[src/rtl/multi_clk_divider.sv]
`default_nettype none
// ============================================================================
// Module   : multi_clk_divider
// Purpose  : Generates NCH independent divided clocks from one system clock.
//            Each channel has a runtime-programmable half-period, a run
//            enable and an optional one-cycle tick strobe per output toggle.
//            Divisor writes go to a per-channel shadow register and are
//            loaded into the active divisor only at a period boundary (or
//            immediately while the channel is idle), so outputs never glitch.
// Ports    : clk        in   system clock, all logic on posedge
//            rst        in   asynchronous active-high reset
//            en         in   [NCH]   per-channel run enable
//            cfg_valid  in   divisor write request
//            cfg_ch     in   [3]     target channel (>= NCH: accepted, dropped)
//            cfg_div    in   [WIDTH] new half-period in clk cycles (0 -> 1)
//            cfg_ready  out  write can be accepted this cycle
//            clk_out    out  [NCH]   divided square waves, 50% duty
//            tick       out  [NCH]   one-cycle strobe per clk_out toggle
// Config   : define CLKDIV_TICK_EN to build the tick registers; otherwise
//            tick is tied low and clk_out behaviour is unchanged.
// Revision : 1.0 - initial release
// ============================================================================
module multi_clk_divider #(
  parameter int NCH         = 2,
  parameter int WIDTH       = 32,
  parameter int DEFAULT_DIV = 50000000
) (
  input  logic             clk,
  input  logic             rst,
  input  logic [NCH-1:0]   en,
  input  logic             cfg_valid,
  input  logic [2:0]       cfg_ch,
  input  logic [WIDTH-1:0] cfg_div,
  output logic             cfg_ready,
  output logic [NCH-1:0]   clk_out,
  output logic [NCH-1:0]   tick
);

  localparam logic [WIDTH-1:0] c_ONE       = WIDTH'(1);
  // A zero reset divisor would stall the counter compare; clamp it to 1.
  localparam logic [WIDTH-1:0] c_RESET_DIV = (DEFAULT_DIV == 0) ? c_ONE : WIDTH'(DEFAULT_DIV);

  logic [NCH-1:0]   pending;
  logic             cfg_accept;
  logic [WIDTH-1:0] cfg_div_sat;

  // Ready reflects only the addressed channel's pending flag; writes to a
  // channel index that does not exist are always accepted and discarded.
  always_comb begin
    cfg_ready = 1'b1;
    for (int i = 0; i < NCH; i++) begin
      if (cfg_ch == 3'(i)) begin
        cfg_ready = ~pending[i];
      end
    end
  end

  assign cfg_accept  = cfg_valid & cfg_ready;
  assign cfg_div_sat = (cfg_div == '0) ? c_ONE : cfg_div;

  generate
    for (genvar g = 0; g < NCH; g++) begin : g_ch
      logic [WIDTH-1:0] cnt_q, cnt_d;
      logic [WIDTH-1:0] active_div_q, active_div_d;
      logic [WIDTH-1:0] shadow_div_q, shadow_div_d;
      logic             pending_q, pending_d;
      logic             clk_out_q, clk_out_d;
      logic             wrap;
      logic             wr_hit;

      assign wr_hit = cfg_accept && (cfg_ch == 3'(g));
      // active_div is never 0, so active_div-1 cannot underflow. The >=
      // keeps the compare safe even if cnt were ever past the terminal value.
      assign wrap   = en[g] && (cnt_q >= (active_div_q - c_ONE));

      always_comb begin
        cnt_d        = cnt_q;
        active_div_d = active_div_q;
        shadow_div_d = shadow_div_q;
        pending_d    = pending_q;
        clk_out_d    = clk_out_q;

        if (en[g]) begin
          if (wrap) begin
            cnt_d     = '0;
            clk_out_d = ~clk_out_q;
            if (pending_q) begin
              active_div_d = shadow_div_q;
              pending_d    = 1'b0;
            end
          end else begin
            cnt_d = cnt_q + c_ONE;
          end
        end else begin
          // Idle: park the output low and load any waiting divisor at once.
          cnt_d     = '0;
          clk_out_d = 1'b0;
          if (pending_q) begin
            active_div_d = shadow_div_q;
            pending_d    = 1'b0;
          end
        end

        // A hit implies pending_q was clear (ready gated it), so this never
        // overrides a load that is happening on the same edge.
        if (wr_hit) begin
          shadow_div_d = cfg_div_sat;
          pending_d    = 1'b1;
        end
      end

      always_ff @(posedge clk or posedge rst) begin
        if (rst) begin
          cnt_q        <= '0;
          active_div_q <= c_RESET_DIV;
          shadow_div_q <= c_RESET_DIV;
          pending_q    <= 1'b0;
          clk_out_q    <= 1'b0;
        end else begin
          cnt_q        <= cnt_d;
          active_div_q <= active_div_d;
          shadow_div_q <= shadow_div_d;
          pending_q    <= pending_d;
          clk_out_q    <= clk_out_d;
        end
      end

      assign clk_out[g] = clk_out_q;
      assign pending[g] = pending_q;

`ifdef CLKDIV_TICK_EN
      logic tick_q, tick_d;

      // Registered on the same edge as the clk_out toggle it marks.
      always_comb begin
        tick_d = wrap;
      end

      always_ff @(posedge clk or posedge rst) begin
        if (rst) begin
          tick_q <= 1'b0;
        end else begin
          tick_q <= tick_d;
        end
      end

      assign tick[g] = tick_q;
`else
      assign tick[g] = 1'b0;
`endif
    end
  endgenerate

endmodule
`default_nettype wire

[config.mk]
export PLATFORM = sky130hd
export DESIGN_NAME = multi_clk_divider
export DESIGN_NICKNAME = d
export VERILOG_FILES = /design/src/rtl/multi_clk_divider.sv
export SDC_FILE = /design/constraint.sdc
export NUM_CORES = 1
export LEC_CHECK = 0
export BUFFER_PORTS_ARGS = -buffer_cell sky130_fd_sc_hd__buf_2
export CAP_MARGIN = 20
export CORE_MARGIN = 5
export CORE_UTILIZATION = 65
export CTS_CLUSTER_SIZE = 24
export DETAILED_ROUTE_END_ITERATION = 8
export PLACE_DENSITY = 0.83
export SLEW_MARGIN = 20
export SYNTH_ARGS = -nofsm -noshare
export SYNTH_HDL_FRONTEND = slang
export SYNTH_SLANG_ARGS = --single-unit
export TNS_END_PERCENT = 1
[constraint.sdc]
create_clock -name clk -period 10.6 [get_ports clk]
set_clock_uncertainty 0.1 [all_clocks]
set_input_delay 2.12 -clock clk [delete_from_list [all_inputs] [get_ports clk]]
set_output_delay 2.12 -clock clk [all_outputs]
set_load 0.05 [all_outputs]
==> run metrics <==
worst-margin pin slew 1061 ps; met3 Use GR 4.489%; initial DRC count ~420; PD cells just over 200 mW/mm^2; Wirelength per Cell about 17 um; Clock Sinks between 150 and 200; dominant cell type by area after synthesis dfrtp_1; drt pass-1 iters 5; Syn Inst Count between 900 and 1000; max_slew headroom about 29%; Final Non-Filler Cells 1227; clock root cell clkbuf_16; I/O Buffers 42; f_max 204.3 MHz; synth top area cells dfrtp_1 35%, mux2_2 14%, dfstp_2 12%; commonest non-fill, non-tap cell in the layout dfrtp_1; first-pass GRT wire length roughly 37000 um; met1 Use GR 32.26%; CP Data Arrival Time roughly 2700 ps; clk_lat worst skew ~430 ps; Inst Count DP between 1000 and 1500; nets 1102; Avg Cell Area, Syn 11.20 um^2; width of the die about 140 um; Ys Warns 0; CP Class in -> out; crit end category output pin; Required @ worst endpoint 8380 ps; Initial Util 65.49%; Die Y between 100 and 150 um; sequential cell area fraction in the yosys report 46.37%; initial antenna violation count 0; final hold vios 0; CTS Hold Bufs 0; clk buf depth 2; Core ar. approximately 0.016 mm^2; number of synthesized flops with an enable pin 0; share of cells above drive strength 1 roughly 28%; post-layout min period a little under 5000 ps; hold_sp g_ch[1].shadow_div_q[27]$_DFFE_PP0P_; maximum vdd drop 0.0001454 V; RSZ-0062 raised after global routing no; die area between 0.015 and 0.02 mm^2; All-Layer GR Usage a little under a quarter; clk slew on worst S/H paths about 70 ps; vias in the first global route about 7500; cells along the critical path buf_2, nand2_1, o21ai_0, nand2_1, buf_2; r2r setup slk 5860 ps; r2r startpoint g_ch[1].active_div_q[9]$_DFFE_PP0P_; Max Cap Viol 0; Post-CTS Setup Bufs 0; prevailing post-synth register cell dfrtp_1; slowest CP cell buf_2; Final Wtd Congestion 0.8552; final hold slack about 400 ps; TNS Setup 0 ps; vias between 7000 and 8000; outcome complete, no violations; HPWL after DPL roughly 15000 um; post-synthesis cell type count 57; Critical Path Source Type primary input; Top-Level Pins 45; DR vias/cell a little under 6; Fill cells between 1000 and 1500; Syn Std Cell Area approximately 0.011 mm^2; Critical Path Fanout Max 4; most frequent cells in the layout 148 x dfrtp_1, 129 x mux2_2, 113 x nor2_1, 68 x ha_1, 67 x nand2_1; H-tree Lvls 4; GRT Max-Usage Layer met2; Final Max Tran Viols 0; final cycle utilization of the critical path between 40% and 50%; post-cts gate resize count 0; # setup viols final 0; total CTS buffers 17; Row Count between 40 and 50; antenna-violating nets left 0; area growth from synthesis to layout 8.905%; LEAKAGE about 5 nW; Post-Route WL about 21000 um; top cell type's share of synthesized area 34.59%; CP Launch Point cfg_ch[0]; HP Class reg -> reg; TritonCTS clock tree done; grt ovf 0; crit-path max cell delay roughly 250 ps; DRC errors left 0; diode count 0; met2 GRT Util 37.00%; pin count of the biggest net entering global routing 120; ys async rst share between 90% and 100%; synthesized flop and latch total around 200
==> Yosys cell counts (all sizes together), types with 2 or more instances <==
cell type and number:
nand3b 5, nor3 28, dfstp 48, a21o 2, and4 3, inv 18
nand2 67, mux2 130, dfrtp 148, o21ai 16, nor4 22, xor2 63
nor2 113, buf 16, or4 3, o2111ai 2, nand4 34, and2 4
xnor2 55, o211ai 2, and3 11, or3 5, clkbuf 13, a31oi 2
a211oi 2, or2 2, nor2b 5, nand3 25, a21oi 27, nand4b 3
ha 68, nand2b 4
==> critical path, delay by kind of cell <==
family	cells	cell delay, ps
AO/OA/AOI/OAI	1	70
buffers and inverters	2	370
AND/OR/NAND/NOR	2	110
==> metal layers <==
| metal | wire, um | vias up |
|---|---|---|
| met1 | 9611 | 3640 |
| met4 | 282 | 0 |
| met2 | 10500 | 187 |
| li1 | - | 3435 |
| met5 | 0 | - |
| met3 | 979 | 31 |
==> layout make-up <==
class	instances	area [um^2]	share of cell area [%]
clock buffers	24	491.7	4.217
inverters	18	75.07	0.6438
flip-flops and latches	196	4965	42.58
multi-input cells	714	5512	47.27
clock inverters	8	73.82	0.6331
well taps	220	275.3	2.361
repair buffers	47	267.8	2.296
==> state kept, by name, summed over array words and instances (netlist names) <==
| name | flops |
|---|---|
| g_ch.active_div_q | 64 |
| g_ch.clk_out_q | 2 |
| g_ch.pending_q | 2 |
| g_ch.cnt_q | 64 |
| g_ch.shadow_div_q | 64 |
==> metrics by stage <==
step / setup WS [ps] / util, % / cell area [um^2] / total power, mW
finish: 5705 / 71.32 / 11660 / 2.357
global route: 5581 / 71.32 / 11660 / 2.499
CTS: 5704 / 71.15 / 11630 / 2.367
detailed placement: 5710 / 67.69 / 11070 / 1.727
global placement: 5707 / 67.69 / 11070 / 1.685
floorplan: 3119 / - / 10710 / 1.572
==> worst paths after layout <==
path,to,cells after the start
max,cfg_ready,5
min,g_ch[1].shadow_div_q[27]$_DFFE_PP0P_,1
max reg2reg,g_ch[1].clk_out_q$_DFFE_PP0P_,11
min reg2reg,g_ch[1].shadow_div_q[27]$_DFFE_PP0P_,1
max in group asynchronous,g_ch[0].cnt_q[26]$_DFF_PP0_,3
min in group asynchronous,g_ch[1].cnt_q[6]$_DFF_PP0_,2
==> kinds of logic (layout without fill, tap and decap cells) <==
group / count (synthesis) / after routing / share of synthesized area (%)
and+or+nand+nor: 336 / 336 / 16.64
DFF: 196 / 196 / 46.37
muxes: 130 / 130 / 13.67
xor gates and xnor gates: 118 / 118 / 9.653
adders and majority gates: 68 / 68 / 7.947
AOI/OAI and AO/OA: 60 / 60 / 3.483
buffers and inverters: 47 / 97 / 2.197
other: 1 / 2 / 0.03503
==> power breakdown <==
group / total [mW] / switching, mW / internal (mW)
clock: 0.627 / 0.278 / 0.349
sequential: 1.13 / 0.172 / 0.954
combinational: 0.604 / 0.295 / 0.309
Power figures use the tool's default switching activity.
